### src/rtl/l2_arbiter.sv
// Round-robin arbiter sharing one L2 port between the L1 I-cache and D-cache.
// One request is latched per transfer; the L2 response is routed only to its owner.
module l2_arbiter #(
  parameter int ADDR_W = 16,
  parameter int LINE_W = 128
) (
  input  logic              clk,
  input  logic              rst,
  input  logic              i_read,
  input  logic [ADDR_W-1:0] i_address,
  output logic [LINE_W-1:0] i_rdata,
  output logic              i_resp,
  input  logic              d_read,
  input  logic              d_write,
  input  logic [ADDR_W-1:0] d_address,
  input  logic [LINE_W-1:0] d_wdata,
  output logic [LINE_W-1:0] d_rdata,
  output logic              d_resp,
  output logic              l2_read,
  output logic              l2_write,
  output logic [ADDR_W-1:0] l2_address,
  output logic [LINE_W-1:0] l2_wdata,
  input  logic [LINE_W-1:0] l2_rdata,
  input  logic              l2_resp
);

  typedef enum logic [1:0] {IDLE, SERVE_I, SERVE_D} state_e;

  state_e            state_q, state_d;
  logic              last_grant_q, last_grant_d;  // 0 = I, 1 = D
  logic              op_write_q, op_write_d;
  logic [ADDR_W-1:0] addr_q, addr_d;
  logic [LINE_W-1:0] wdata_q, wdata_d;

  logic i_valid, d_valid, pick_d;

  // Both d_read and d_write high is malformed and treated as no request.
  assign i_valid = i_read;
  assign d_valid = d_read ^ d_write;
  assign pick_d  = d_valid && (!i_valid || !last_grant_q);

  // NOTE: every variable gets a default before the case so no latch is inferred.
  always_comb begin
    state_d      = state_q;
    last_grant_d = last_grant_q;
    op_write_d   = op_write_q;
    addr_d       = addr_q;
    wdata_d      = wdata_q;
    unique case (state_q)
      IDLE: begin
        if (i_valid || d_valid) begin
          last_grant_d = pick_d;
          state_d      = pick_d ? SERVE_D : SERVE_I;
          op_write_d   = pick_d && d_write;
          addr_d       = pick_d ? d_address : i_address;
          wdata_d      = (pick_d && d_write) ? d_wdata : '0;
        end
      end
      SERVE_I, SERVE_D: begin
        if (l2_resp) state_d = IDLE;
      end
      default: state_d = IDLE;
    endcase
  end

  // NOTE: sequential state uses non-blocking assignments so all flops update together.
  always_ff @(posedge clk or posedge rst) begin
    if (rst) begin
      state_q      <= IDLE;
      last_grant_q <= 1'b1;
      op_write_q   <= 1'b0;
      addr_q       <= '0;
      wdata_q      <= '0;
    end else begin
      state_q      <= state_d;
      last_grant_q <= last_grant_d;
      op_write_q   <= op_write_d;
      addr_q       <= addr_d;
      wdata_q      <= wdata_d;
    end
  end

  logic serving;
  assign serving = (state_q != IDLE);

  // L2 side is driven purely from latched state, never from requester inputs.
  assign l2_read    = serving && !op_write_q;
  assign l2_write   = serving && op_write_q;
  assign l2_address = serving ? addr_q : '0;
  assign l2_wdata   = (serving && op_write_q) ? wdata_q : '0;

  assign i_resp  = (state_q == SERVE_I) && l2_resp;
  assign d_resp  = (state_q == SERVE_D) && l2_resp;
  assign i_rdata = l2_rdata;
  assign d_rdata = l2_rdata;

endmodule

### config.mk
export PLATFORM = sky130hd
export DESIGN_NAME = l2_arbiter
export DESIGN_NICKNAME = d
export VERILOG_FILES = /design/src/rtl/l2_arbiter.sv
export SDC_FILE = /design/constraint.sdc
export NUM_CORES = 1
export LEC_CHECK = 0
export CORE_AREA = 2 2 275 277
export DETAILED_ROUTE_END_ITERATION = 10
export DIE_AREA = 0 0 277 279
export GPL_ROUTABILITY_DRIVEN = 0
export PLACE_DENSITY_LB_ADDON = 0.08
export SYNTH_ARGS = -nofsm -noshare
export SYNTH_HDL_FRONTEND = slang
export SYNTH_SLANG_ARGS = --single-unit
### constraint.sdc
create_clock -name clk -period 5.7 [get_ports clk]
set_clock_uncertainty 0.2 [all_clocks]
set_input_delay 1.14 -clock clk [delete_from_list [all_inputs] [get_ports clk]]
set_output_delay 1.14 -clock clk [all_outputs]
set_load 0.005 [all_outputs]
# Word level (Yosys, flattened, before mapping)
# Cells that the tools add are included.
[classes]
n_reduce_logical = 16
eq_ne = 4
bitwise_logic = 1
n_mux = 8
[op_table]
columns = ["cell", "n"]
rows = [
  ["2-to-1 mux 128 bit", 2],
  ["2-to-1 mux 16 bit", 2],
  ["logical AND 1 bit", 6],
  ["2-to-1 mux 2 bit", 3],
  ["inequality test 2 bit, second input constant", 2],
  ["case mux 2 bit (2 select lines)", 1],
  ["AND reduction 2 bit", 2],
  ["zero test 1 bit", 3],
  ["equality test 2 x 1 -> 1 bit, second input constant", 1],
  ["equality test 2 bit, second input constant", 1],
  ["zero test 2 bit", 1],
  ["logical OR 1 bit", 2],
  ["nonzero test 2 bit", 1],
  ["OR reduction 2 bit", 1],
  ["bitwise XOR 1 bit", 1],
]
[word_totals]
wordCells = 34
ff_bits = 148
out_inout_bits = 404

# Longest topological paths before layout
# Gate-level depths: netlist of the first run.
[depth]
ltp_word = 6
depth_mapped = 7
ltp_nobuf = 5

# Least setup slack after synthesis of the first run
# Ideal clock, no wire load.
[synth_timing]
kind = "reg-to-output"
start = "register state_q[0]"
end = "output l2_wdata[100]"
stages_incl_launch_ff = 7
slack_ps = 2913
path_buffers = 2
arrival_time_ps = 1447
t_required_ps = 4360
cell_sequence = "dfrtp_1 -> inv_1 -> ha_1 -> nor2b_1 -> clkbuf_1 -> clkbuf_1 -> and2_1"
[synth_between]
elab_chain_len = 3
[synth_lines]
columns = ["element", "line", "text"]
rows = [
  ["from (decl)", "29", "state_e state_q, state_d;"],
  ["from (signal assigned)", "75", "state_q <= state_d;"],
  ["nonzero test 2 bit", "84", "assign serving = (state_q != IDLE);"],
  ["logical AND 1 bit", "90", "assign l2_wdata = (serving && op_write_q) ? wdata_q : '0;"],
  ["2-to-1 mux 128 bit", "90", ""],
  ["to (decl)", "22", "output logic [LINE_W-1:0] l2_wdata,"],
]
# Every way passes these cells.

# Worst setup path after layout of the first run
[layout_timing]
start = "register state_q[0]"
end = "output l2_wdata[15]"
# Same word-level chain as after synthesis.

==> flow_summary.ini, run 1 <==
[run_status]
outcome = completed

[logic_synthesis]
syn_nets = 1082
synthCells = 785
ys_seq_area_frac = 0.442
synthArstFlopShare = 1.00
yosys_register_bits = 148
synth_cell_types = 29
synth_area_um2 = 8380
synth_top_flop_cell = dfrtp_1
synth_area_per_cell_um2 = 10.7
synth_edf_count = 0
yosysWarnings = 0

[drt]
wl_per_cell_um = 17.7
vias_per_cell = 3.10
drcViolationCount = 0
drtPass1Iterations = 4
wirelength_um = 31900
drt-initial-drc-count = 197
drtAntennaViolNets = 0
vias = 5594

[placement]
post_dp_cell_area_um2 = 10700
dp_slack_ns = 1.81
dp_hpwl_um = 21200
port_buffers = 313

[sta]
timing.final.ws_setup_ns = 1.42
period_needed_ns = 4.28
max_freq_mhz = 233
final_max_slew_viol_count = 0
fin_crit_sh = 0.752
setup_viol = 0
worstMarginPinSlew_ns = 0.920
setup-tns-final_ns = 0
rsz0062_at_grt = no
finalHoldViolCount = 0
whs_ns = 0.298
slew_headroom = 0.386

[clock_network]
cts_tree = done
cts.htree.levels = 4
cts.sinks = 148
clkTransAtPathRegs_ns = 0.07
holdBufCountCts = 0
post_cts_buffers = 0
root_buffer = clkbuf_16
clk_latency_ns = 0.46
cts_buffer_depth = 2
cts_resized = 0
cts_buffers = 17

[critical_path]
worstPathArrival_ns = 2.94
cp-end-kind = primary output
crit_top_cell = buf_4
critical_path.max_fanout = 83
worstSetupStartpointType = flip-flop
r2r_setup_slack_ns = 2.76
cp.required_ns = 4.36
cpPeakStageDelay_ns = 0.55
crit_type = flip-flop to primary output
critPathSlowestCell = buf_4
crit_chain = inv_1 -> ha_1 -> buf_4 -> nor2b_4 -> buf_4 -> and2_1 -> clkdlybuf4s50_1

[layout]
seq_area_um2 = 3700
num_antenna_cells = 0
design_area_um2 = 11300
area_growth_pct = 35.5
fill_cells = 8296
drive_gt1_frac = 0.0778
multi_input_comb_area_um2 = 2510
fin_nets = 1120

[pwr]
pwr-share-seq = 0.361
switching_share = 0.338
power_uw = 4380
power_switching_uw = 1480
p_comb_frac = 0.340
p_clk_frac = 0.299
power.density_nw_per_um2 = 386
ir_drop_uv = 223
p_leak_uw = 0.00450
p_int_uw = 2900

[floorplanning]
rows = 100
start_util = 0.113
ioPinCount = 698
fp.dieH_um = 279
dieArea_um2 = 77300
fp.dieW_um = 277
design.core.area_um2 = 74100

[grt]
gr-usage-all-layers = 0.0826
grt-ovfl-total = 0
antenna_found_initial = 3
grt_pass1_wl_um = 46200
grt_max_degree = 130
first_global_vias = 6289

[hold_path]
hold_path.class = flip-flop to flip-flop

[run]
drv_cap = 0
cells in the mapped netlist (all sizes together) (2+ instances only):
cell / number / area, um2
a22o: 128 / 1120
ha: 3 / 37.5
inv: 4 / 15.0
clkbuf: 22 / 82.6
o221a: 15 / 169
a21bo: 2 / 20.0
nor2b: 18 / 113
o22ai: 2 / 12.5
and2: 130 / 813
dfrtp: 147 / 3680
buf: 283 / 2090
or3: 15 / 93.8
flip-flops by register name, indices dropped and copies added, names as in the netlist:
| signal | flops |
|---|---|
| op_write_q | 1 |
| last_grant_q | 1 |
| wdata_q | 128 |
| state_q | 2 |
| addr_q | 16 |
metal layers:
| layer | share of wire | vias to the layer above | routed length (um) | GRT usage |
|---|---|---|---|---|
| li1 | - | 2502 | - | - |
| met1 | 0.40 | 2712 | 12900 | 0.0926 |
| met2 | 0.48 | 308 | 15300 | 0.133 |
| met3 | 0.090 | 66 | 2860 | 0.0401 |
| met4 | 0.026 | 6 | 837 | 0.0361 |
| met5 | 0.0013 | - | 41 | 0 |
worst max-delay path: cells and delay by family (launching register included):
family	cells	cell delay [ns]
fa+ha+maj	1	0.20
buf+inv	4	1.41
flops	1	0.36
simple gates	2	0.37
per-stage QoR:
stage | cells | utilization
6_report | 1805 | 0.153
5_1_grt | 1805 | 0.153
4_1_cts | 1805 | 0.153
3_5_place_dp | 1773 | 0.145
3_3_place_gp | 1773 | 0.145
2_1_floorplan | 785 | -
area by class of cell:
class | instances | share of cell area
sequential | 148 | 0.326
timing repair buffer | 324 | 0.287
multi-input combinational | 328 | 0.221
tap | 969 | 0.107
clock buffer | 17 | 0.0375
clock inverter | 15 | 0.0193
inverter | 4 | 0.00176
cells by family after synthesis:
kind of cell,synth area share
buf+inv,0.261
compound gates,0.165
flops,0.442
xor+xnor,0.00105
simple gates,0.126
fa+ha+maj,0.00448
power by group through the flow:
stage / sequential (uW) / clock (uW) / combinational (uW)
after floorplan: 1530 / 0 / 967
after global placement: 1610 / 0 / 1570
after detailed placement: 1590 / 0 / 1560
after CTS: 1590 / 1410 / 1560
after global routing: 1630 / 1440 / 1650
final: 1580 / 1310 / 1490
final timing paths:
kind | cells past startpoint | end | from
worst min-delay path | 1 | wdata_q[82] | wdata_q[82]
worst max-delay path | 7 | l2_wdata[15] | state_q[0]
worst max register to register | 7 | wdata_q[25] | state_q[0]
min in group asynchronous | 2 | wdata_q[112] | rst
worst min register to register | 1 | wdata_q[82] | wdata_q[82]
max in group asynchronous | 3 | wdata_q[122] | rst
cells in the final DEF (no fill, tap or decap), types with 2 or more instances in the layout:
master,instances
clkdlybuf4s50_1,313
dfrtp_1,147
and2_1,130
a22o_1,128
nor2b_1,17
clkbuf_16,17
or3_1,15
o221a_2,15
buf_4,8
inv_6,4
clkinv_4,4
bufinv_16,4
inv_1,3
ha_1,3
buf_12,3
o22ai_1,2
clkinvlp_4,2
inv_8,2
(Power assumes the default switching activity.)
==> run 2: changes to the inputs <==
- clock period: 5.7 -> 4.25 ns (I/O delays scaled with it)
==> run 2 against run 1 <==
Against the previous run: worst setup slack worse by 0.82 ns; power is 32% higher; critical endpoint is now l2_wdata[14]; register-to-register slack worse by 1.2 ns; first-iteration DRC count is 39% higher; hold slack worse by 0.0037 ns; sequential share of layout area hardly changed; largest power group unchanged.
==> flow_summary.ini, run 2 (synthesis results as in run 1) <==
[floorplanning]
start_util = 0.113
design.core.area_um2 = 74100
fp.dieH_um = 279
dieArea_um2 = 77300
fp.dieW_um = 277
rows = 100
ioPinCount = 698

[sta]
period_needed_ns = 3.66
finalHoldViolCount = 0
whs_ns = 0.294
fin_crit_sh = 0.860
worstMarginPinSlew_ns = 0.922
final_max_slew_viol_count = 0
rsz0062_at_grt = no
setup_viol = 0
max_freq_mhz = 274
slew_headroom = 0.382
setup-tns-final_ns = 0

[layout]
mostFrequentLayoutCell = clkdlybuf4s50_1
mostFrequentLayoutCells = clkdlybuf4s50_1, dfrtp_1, and2_1, a22o_1
num_antenna_cells = 0
fill_cells = 8304
drive_gt1_frac = 0.0812
fin_nets = 1121
reg_top3 = wdata_q x128, addr_q x16, state_q x2
design_area_um2 = 11400
postLayoutCoreUtil = 0.153
largest_reg_flops = 128
area_growth_pct = 35.6
regMostFlops = wdata_q

[hold_path]
hold_path.class = flip-flop to flip-flop

[placement]
port_buffers = 313
post_dp_cell_area_um2 = 10800
dp_hpwl_um = 22200

[clock_network]
post_cts_buffers = 0
cts_buffers = 17
cts.htree.levels = 4
clk_latency_ns = 0.47
cts_resized = 0
holdBufCountCts = 0
cts.sinks = 148
cts_buffer_depth = 2
clkTransAtPathRegs_ns = 0.07
root_buffer = clkbuf_16
cts_tree = done

[critical_path]
critical_path.max_fanout = 70
crit_type = flip-flop to primary output
cp-end-kind = primary output
worstSetupStartpointType = flip-flop
worstPathArrival_ns = 2.61
cp.required_ns = 3.20

[grt]
gr-usage-all-layers = 0.0835
grt_max_degree = 77
grt_pass1_wl_um = 46400
first_global_vias = 6324
antenna_found_initial = 1
grt-ovfl-total = 0

[pwr]
ir_drop_uv = 202
power_uw = 5780
power.density_nw_per_um2 = 508
p_leak_uw = 0.00449

[run]
drv_cap = 0

[drt]
wl_per_cell_um = 17.8
wirelength_um = 32100
drtAntennaViolNets = 0
drt-initial-drc-count = 273
drtPass1Iterations = 4
vias_per_cell = 3.11
drcViolationCount = 0
vias = 5625

[run_status]
outcome = completed
run 2: worst paths after layout:
check | startpoint | to | slack (ns) | cells past startpoint
max | state_q[0] | l2_wdata[14] | 0.59 | 6
min | wdata_q[41] | wdata_q[41] | 0.29 | 1
max reg2reg | state_q[0] | wdata_q[62] | 1.53 | 7
min reg2reg | wdata_q[41] | wdata_q[41] | 0.29 | 1
max in group asynchronous | rst | wdata_q[48] | 2.70 | 3
min in group asynchronous | rst | wdata_q[117] | 0.64 | 3
run 2: power by group:
part           internal, uW  switching [uW]  total (uW)
sequential             1870             259        2130
combinational          1060             976        2040
clock                   839             767        1610
run 2: final cells by class:
class	count	area (um2)	share of cell area
sequential	148	3700	0.326
timing repair buffer	325	3320	0.292
multi-input combinational	328	2520	0.222
tap	969	1210	0.107
clock buffer	18	439	0.0386
clock inverter	14	144	0.0127
inverter	4	18.8	0.00165
run 2: metal layers:
metal	global-route usage	part of all wire
met4	0.0389	0.026
met3	0.0363	0.084
met2	0.134	0.48
met5	0	0
met1	0.0952	0.41
run 2: through the flow:
stage	setup WS, ns	cells
finish	0.594	1806
global route	0.349	1806
CTS	0.392	1806
detailed placement	0.985	1774
global placement	0.953	1774
floorplan	1.34	785
run 2: critical path: stages, from the launching register on:
cell and delay [ns]:
dfrtp_1 0.35, inv_1 0.07, ha_1 0.24, nor2b_4 0.38
buf_12 0.30, and2_1 0.18, clkdlybuf4s50_1 0.53
